[config.mk]
export PLATFORM = sky130hd
export DESIGN_NAME = imem_arbiter
export DESIGN_NICKNAME = d
export VERILOG_FILES = /design/src/rtl/imem_arbiter.sv
export SDC_FILE = /design/constraint.sdc
export NUM_CORES = 1
export LEC_CHECK = 0
export CORE_AREA = 5 5 142 103
export CTS_CLUSTER_DIAMETER = 30
export CTS_CLUSTER_SIZE = 30
export DETAILED_ROUTE_END_ITERATION = 7
export DIE_AREA = 0 0 147 108
export PLACE_DENSITY = 0.6
export SETUP_SLACK_MARGIN = 0.02
export SKIP_CTS_REPAIR_TIMING = 1
export SLEW_MARGIN = 20
export SYNTH_ARGS = -nofsm -noshare
export SYNTH_HDL_FRONTEND = slang
export SYNTH_SLANG_ARGS = --single-unit
[constraint.sdc]
create_clock -name clk -period 2.2 [get_ports clk]
set_clock_uncertainty 0.1 [all_clocks]
set_input_delay 0.22 -clock clk [delete_from_list [all_inputs] [get_ports clk]]
set_output_delay 0.22 -clock clk [all_outputs]
set_load 0.005 [all_outputs]
[src/rtl/imem_arbiter.sv]
// imem_arbiter: two-port (cpu/debug) arbiter onto a combinational instruction ROM, 1-cycle read latency.
// Define IMEM_FAIR_EN to bound debug-port starvation at MAX_WAIT cycles.
module imem_arbiter #(
    parameter int DEPTH    = 128,
    parameter int MAX_WAIT = 4
) (
    input  logic        clk,
    input  logic        rst_n,
    input  logic        cpu_req,
    input  logic [31:0] cpu_addr,
    output logic        cpu_gnt,
    output logic        cpu_rvalid,
    output logic [31:0] cpu_rdata,
    input  logic        dbg_req,
    input  logic [31:0] dbg_addr,
    output logic        dbg_gnt,
    output logic        dbg_rvalid,
    output logic [31:0] dbg_rdata,
    output logic [31:0] rom_addr,
    input  logic [31:0] rom_data,
    output logic        addr_err
);
    typedef enum logic [1:0] {IDLE, CPU_RD, DBG_RD} state_t;
    state_t      state, state_nxt;
    logic [31:0] addr_q, gnt_addr;
    logic        dbg_win, bad, any_gnt;
`ifdef IMEM_FAIR_EN
    localparam int CW = ($clog2(MAX_WAIT + 1) > 3) ? $clog2(MAX_WAIT + 1) : 3;
    logic [CW-1:0] wait_cnt;
    always_ff @(posedge clk or negedge rst_n) begin
        if (!rst_n) wait_cnt <= '0;
        else        wait_cnt <= (dbg_req && !dbg_gnt) ? wait_cnt + 1'b1 : '0;
    end
    assign dbg_win = dbg_req && (!cpu_req || wait_cnt == CW'(MAX_WAIT));
`else
    assign dbg_win = dbg_req && !cpu_req;
`endif
    always_comb begin
        dbg_gnt   = rst_n && dbg_win;
        cpu_gnt   = rst_n && cpu_req && !dbg_win;
        any_gnt   = cpu_gnt || dbg_gnt;
        gnt_addr  = dbg_gnt ? dbg_addr : cpu_addr;
        bad       = (gnt_addr[1:0] != 2'b00) || (gnt_addr >= 32'(DEPTH * 4));
        // Illegal accesses still present address 0 to the ROM; held address otherwise.
        rom_addr  = any_gnt ? (bad ? 32'h0 : gnt_addr) : addr_q;
        state_nxt = cpu_gnt ? CPU_RD : (dbg_gnt ? DBG_RD : IDLE);
    end
    always_ff @(posedge clk or negedge rst_n) begin
        if (!rst_n) begin
            state     <= IDLE;
            addr_q    <= '0;
            cpu_rdata <= '0;
            dbg_rdata <= '0;
            addr_err  <= 1'b0;
        end else begin
            state     <= state_nxt;
            addr_q    <= rom_addr;
            cpu_rdata <= cpu_gnt ? (bad ? 32'h0 : rom_data) : cpu_rdata;
            dbg_rdata <= dbg_gnt ? (bad ? 32'h0 : rom_data) : dbg_rdata;
            addr_err  <= any_gnt && bad;
        end
    end
    assign cpu_rvalid = (state == CPU_RD);
    assign dbg_rvalid = (state == DBG_RD);
endmodule

==> flow_summary.json <==
{
  "outcome": "complete, but fails checks",
  "violations": "negative setup slack",
  "layout_common_cells": "clkdlybuf4s50_1 (167), dfrtp_1 (99), a22o_1 (46)",
  "min_path_type": "input port to asynchronous set/reset pin",
  "grt_start_max_net_pins": 55,
  "synth_mux_area_share_pct": 0,
  "period_share_pct": 106,
  "rsz0062_at_grt": "true",
  "combPwrFrac_pct": 8.8,
  "synth_nets": 387,
  "routabilityCongestion": 0.785,
  "crit_end": "rom_addr[6]",
  "finalSetupViolations": 7,
  "internal_power_mw": 2.92,
  "ant_nets": 0,
  "cpMostUsedCell": "buf_4",
  "port_buffers": 200,
  "crit_start": "dbg_addr[24]",
  "hpwl_um": 9280,
  "power.share.clock_pct": 42.7,
  "r2r_end": "cpu_rdata[8]$_DFFE_PN0P_",
  "final_common_cell": "clkdlybuf4s50_1",
  "fin_crit_ns": 2.33,
  "reg2reg_depth": 2,
  "synth_xor_area_share_pct": 0,
  "cts_buffer_depth": 2,
  "worst_setup_path_end_kind": "primary output",
  "p_seq_share_pct": 48.5,
  "peakVddDrop_mv": 0.379,
  "grt.total_usage_pct": 15.7,
  "synth_top_area_share_pct": 64.6,
  "cellLeakagePower_nw": 3.43,
  "yosysSeqAreaShare_pct": 64.6,
  "antenna_found_initial": 0,
  "insertion_delay_ns": 0.33,
  "place_ws_ns": -0.731,
  "cts.sinks": 99,
  "start_util_pct": 29.5,
  "wl_um": 13000,
  "path_clk_slew_ns": 0.06,
  "max_freq_ghz": 0.430,
  "antennaDiodeCount": 0,
  "switching_share_pct": 22.4,
  "power.density_nw_per_um2": 566,
  "synth-adder-area-share_pct": 0,
  "routedWlPerCell_um": 19.0,
  "worst_pin_slew_ns": 0.711,
  "vias": 3238,
  "ys_top_cells_by_area": "dfrtp_1 (65%), a22o_1 (11%), a31o_1 (7.3%)",
  "slew_headroom_pct": 52.6,
  "cts_tree": "yes",
  "maxCapViolations": 0,
  "layout-drive-gt1-share_pct": 15.4,
  "ys_warn_count": 0,
  "finalWorstSetupSlack_ns": -0.125,
  "syn_area_um2": 3830,
  "die_w_um": 147,
  "overflow": 0,
  "die_area_um2": 15900,
  "crit_chain": "buf_6, or4_4, nor3_4, nand4_2, buf_4, a22oi_2, buf_4, a22o_1, clkbuf_2",
  "dp.cells": 654,
  "finalNonFillerCells": 687,
  "synth_compound_gate_area_share_pct": 18.4,
  "synth_top_family_by_area": "compound AO/OA/AOI/OAI gates",
  "syn-instance-count": 287,
  "hold_viol": 0,
  "drc_errors": 0,
  "crit_path_top_delay_cell": "or4_4",
  "ys_types": 22,
  "crit_type": "input port to primary output",
  "die_height_um": 108,
  "grt_pass1_wl_um": 19600,
  "startpoint_type": "input port",
  "synth_area_per_cell_um2": 13.4,
  "crit_arrival_ns": 2.01,
  "initialDrtViolationCount": 153,
  "required_ns": 1.88,
  "yosysTopAreaCell": "dfrtp_1",
  "syn2layout_area_growth_pct": 73.5,
  "viasPerCell": 4.71,
  "holdWs_ns": 0.0455,
  "htreeDepth": 3,
  "finalMaxSlewViolations": 0,
  "io_pins": 201,
  "synth_seq_cells": 99,
  "r2r-start": "cpu_rdata[8]$_DFFE_PN0P_",
  "rrSetupSlack_ns": 1.27,
  "rows": 35,
  "crit_fanout": 3,
  "grt_pass1_vias": 3451,
  "cts-root-buf": "clkbuf_16",
  "p_sw_mw": 0.843,
  "fillers": 1134,
  "firstDrtPassIters": 4,
  "synth-simple-area-share_pct": 13.4,
  "final.setup.tns_ns": -0.484,
  "core_area_um2": 13000,
  "cts_made_buffers": 9,
  "fin_nets": 616,
  "slowest_delay_ns": 0.54
}
## kinds of logic after synthesis
| kind of cell | count (synthesis) |
|---|---|
| AO/OA/AOI/OAI | 79 |
| buffers and inverters | 27 |
| flip-flops | 99 |
| AND/OR/NAND/NOR | 82 |
## routing by layer
metal / wire length [um] / global-route usage (%) / up-vias
li1: - / - / 1527
met1: 5880 / 21.3 / 1593
met2: 5980 / 23.5 / 106
met3: 1010 / 6.37 / 12
met4: 159 / 3.59 / 0
met5: 0 / 0 / -
## critical path: cells and delay by family
| kind | cells | cell delay, ns |
|---|---|---|
| AND/OR/NAND/NOR | 3 | 0.88 |
| AO/OA/AOI/OAI | 2 | 0.36 |
| buffers and inverters | 4 | 0.53 |
## cells in the mapped netlist (all sizes together)
master,count
nor3,4
and2,32
nor4,8
dfrtp,99
a22oi,1
inv,3
nand3b,1
nor2,3
nor2b,2
and3,25
nand2,1
buf,8
or4,2
clkbuf,16
a31o,32
a22o,46
nand4,4
## area by class of cell
cell class	instances	area, um^2	area share [%]
flip-flops and latches	99	2480	37.3
repair buffers	241	2380	35.8
multi-input cells	162	1270	19.1
clock buffers	9	225	3.39
well taps	166	208	3.12
clock inverters	7	81.3	1.22
inverters	3	11.3	0.169
## per-stage QoR
stage               power (mW)  cell area [um^2]  util, %
floorplan                 1.91              3830        -
global placement          2.18              6120     47.1
detailed placement        2.18              6120     47.1
CTS                       3.81              6430     49.4
global route              3.91              6650     51.1
finish                    3.76              6650     51.1
## power groups by stage
| stage | sequential [mW] | clock [mW] | combinational [mW] |
|---|---|---|---|
| floorplan | 1.86 | 0 | 0.0508 |
| global route | 1.82 | 1.73 | 0.362 |
| global placement | 1.86 | 0 | 0.320 |
| detailed placement | 1.86 | 0 | 0.323 |
| finish | 1.82 | 1.61 | 0.333 |
| CTS | 1.82 | 1.66 | 0.325 |
## flip-flops by register name, summed over array words and instances, names as in the netlist
name	cells
dbg_rdata	32
state	2
addr_q	32
addr_err	1
cpu_rdata	32
## how the worst min path moves through the flow
stage	startpoint	to	slack, ns	cells after the start
2_1_floorplan	rst_n	addr_err$_DFF_PN0_	-0.18	0
3_3_place_gp	dbg_rdata[2]$_DFFE_PN0N_	dbg_rdata[2]$_DFFE_PN0N_	0.39	1
3_5_place_dp	addr_q[6]$_DFF_PN0_	addr_q[6]$_DFF_PN0_	0.39	1
4_1_cts	rst_n	addr_q[8]$_DFF_PN0_	0.07	3
5_1_grt	rst_n	addr_q[3]$_DFF_PN0_	0.1	3
6_report	rst_n	addr_q[3]$_DFF_PN0_	0.05	3
No activity file was read; power rests on OpenSTA's default activity.
==> RTL edit: new RTL, config.mk and constraints unchanged <==
Add a define of `IMEM_FAIR_EN`.
--- a/src/rtl/imem_arbiter.sv
+++ b/src/rtl/imem_arbiter.sv
@@ -1,5 +1,7 @@
 // imem_arbiter: two-port (cpu/debug) arbiter onto a combinational instruction ROM, 1-cycle read latency.
 // Define IMEM_FAIR_EN to bound debug-port starvation at MAX_WAIT cycles.
+`define IMEM_FAIR_EN
+
 module imem_arbiter #(
     parameter int DEPTH    = 128,
     parameter int MAX_WAIT = 4
Function: changed (a bounded check fails within 10 cycles, from zero or initial values and one cycle with rst_n low).
==> RTL edit against the unedited design <==
The run still ends with setup timing left. Combinational power rose by 15%. Routed wire length up 4.4%. Total power up 3.8%. Core utilization rose by 2.0 points. Via count up 3.1%. Synthesized area up 0.91%. Setup slack got worse by 0.0072 ns. Cell area up 4.0%. Sequential power increased by 4%. Sequential cell count grew 3. Critical endpoint is now rom_addr[7]. Largest power group unchanged. Highest routed layer unchanged.
==> RTL edit: results <==
[synth]
synth-compound-area-share_pct = 17.8
ys_seq_area_share_pct = 66.0
synth_cell_types = 26
synth_nets = 381
netlist_top_cells_count = "102 x dfrtp_1, 64 x a22o_1, 25 x and2_1"
synth_area_leaders = "dfrtp_1 66%, a22o_1 14%, and2_1 4.0%"
synthXorXnorAreaFrac_pct = 0.226
synth_fa_ha_area_share_pct = 0.647
synthArstFlopShare_pct = 100
netlist_instances = 279

[power]
intPower_mw = 3.02
p_leak_nw = 3.40
max-vdd-ir-drop_mv = 0.364
p_clk_share_pct = 41.9
p_clk_mw = 1.63
seq_power_share_pct = 48.3

[placement]
io_buffers = 200
place_ws_ns = -0.387
placed_cells = 645
hpwl_mm = 8.87
place_congestion = 0.725

[drt]
firstDrtPassIters = 5
routed_via_density = 4.87
drt_first_iter_violations = 151
drt-total-wl_mm = 13.6

[timing]
setup_viol = 27
setup_tns_ns = -0.657
max_slew_margin_pct = 45.0
worst_slack_ns = -0.133

[worst_setup_path]
worstReg2RegEnd = "cpu_rdata[18]"
timing.rr.start = "wait_cnt[1]"
slowest_stage = "dfrtp_1"
critPathArrivalTime_ns = 2.01
reg2reg_slack_ns = 0.01
slowest_delay_ns = 0.37
crit_family = "buffers and inverters"
ff2ff_path_depth = 11
path_max_fanout = 5

[clock_network]
root_buffer = "clkbuf_16"
htreeDepth = 3
cts_buffer_depth = 2
clk_latency_ns = 0.33

[min_path]
min_path_type = "input pin to asynchronous set/reset pin"

[grt]
grt_max_degree = 66
track_usage_pct = 15.2
grt_pass1_vias = 3426
grt_pass1_wl_mm = 19.1

[outcome]
violations = "setup timing"
status = "finished with violations"

[cells_and_area]
nets = 617
reg.largest.list = "addr_q x32, cpu_rdata x32, dbg_rdata x32"
drive_gt1_share_pct = 17.7
antenna_cells = 0
fin_cells = 686
[RTL edit: worst max-delay path by stage]
stage                     cells past startpoint          from  slack, ns          end
after global placement                        6  cpu_addr[30]      -0.32  rom_addr[5]
after detailed placement                      6  cpu_addr[27]      -0.39  rom_addr[4]
after CTS                                     7   wait_cnt[1]      -0.50  rom_addr[4]
final                                         9   wait_cnt[1]      -0.13  rom_addr[7]
after floorplan                               8   wait_cnt[0]       0.30  rom_addr[2]
after global routing                          9   wait_cnt[1]      -0.24  rom_addr[7]
[RTL edit: through the flow]
step | area [sq um] | util [%] | hold WS (ns)
after floorplan | 3870 | - | -0.176
after global placement | 6150 | 47.3 | -0.0637
after detailed placement | 6150 | 47.3 | -0.0619
after CTS | 6460 | 49.7 | -0.428
after global routing | 6910 | 53.2 | 0.113
final | 6910 | 53.2 | 0.0389
[RTL edit: layer usage]
layer | vias up | share of wire [%] | track usage [%]
met3 | 10 | 6.2 | 4.65
met2 | 124 | 48 | 23.9
met4 | 0 | 0.69 | 3.52
met5 | - | 0 | 0
met1 | 1703 | 46 | 20.9
li1 | 1502 | - | -
[RTL edit: cell type report]
cell class	instances	area, sq um
clock buffers	10	239
clock inverters	6	68.8
fillers	1105	6090
inverters	12	45.0
multi-input cells	147	1360
flip-flops and latches	102	2550
well taps	166	208
repair buffers	243	2440
[RTL edit: logic make-up after synthesis]
| family | count (synthesis) |
|---|---|
| XOR/XNOR | 1 |
| adder cells (fa/ha/maj) | 2 |
| AND/OR/NAND/NOR | 64 |
| flip-flops | 102 |
| buffers and inverters | 30 |
| AO/OA/AOI/OAI | 80 |
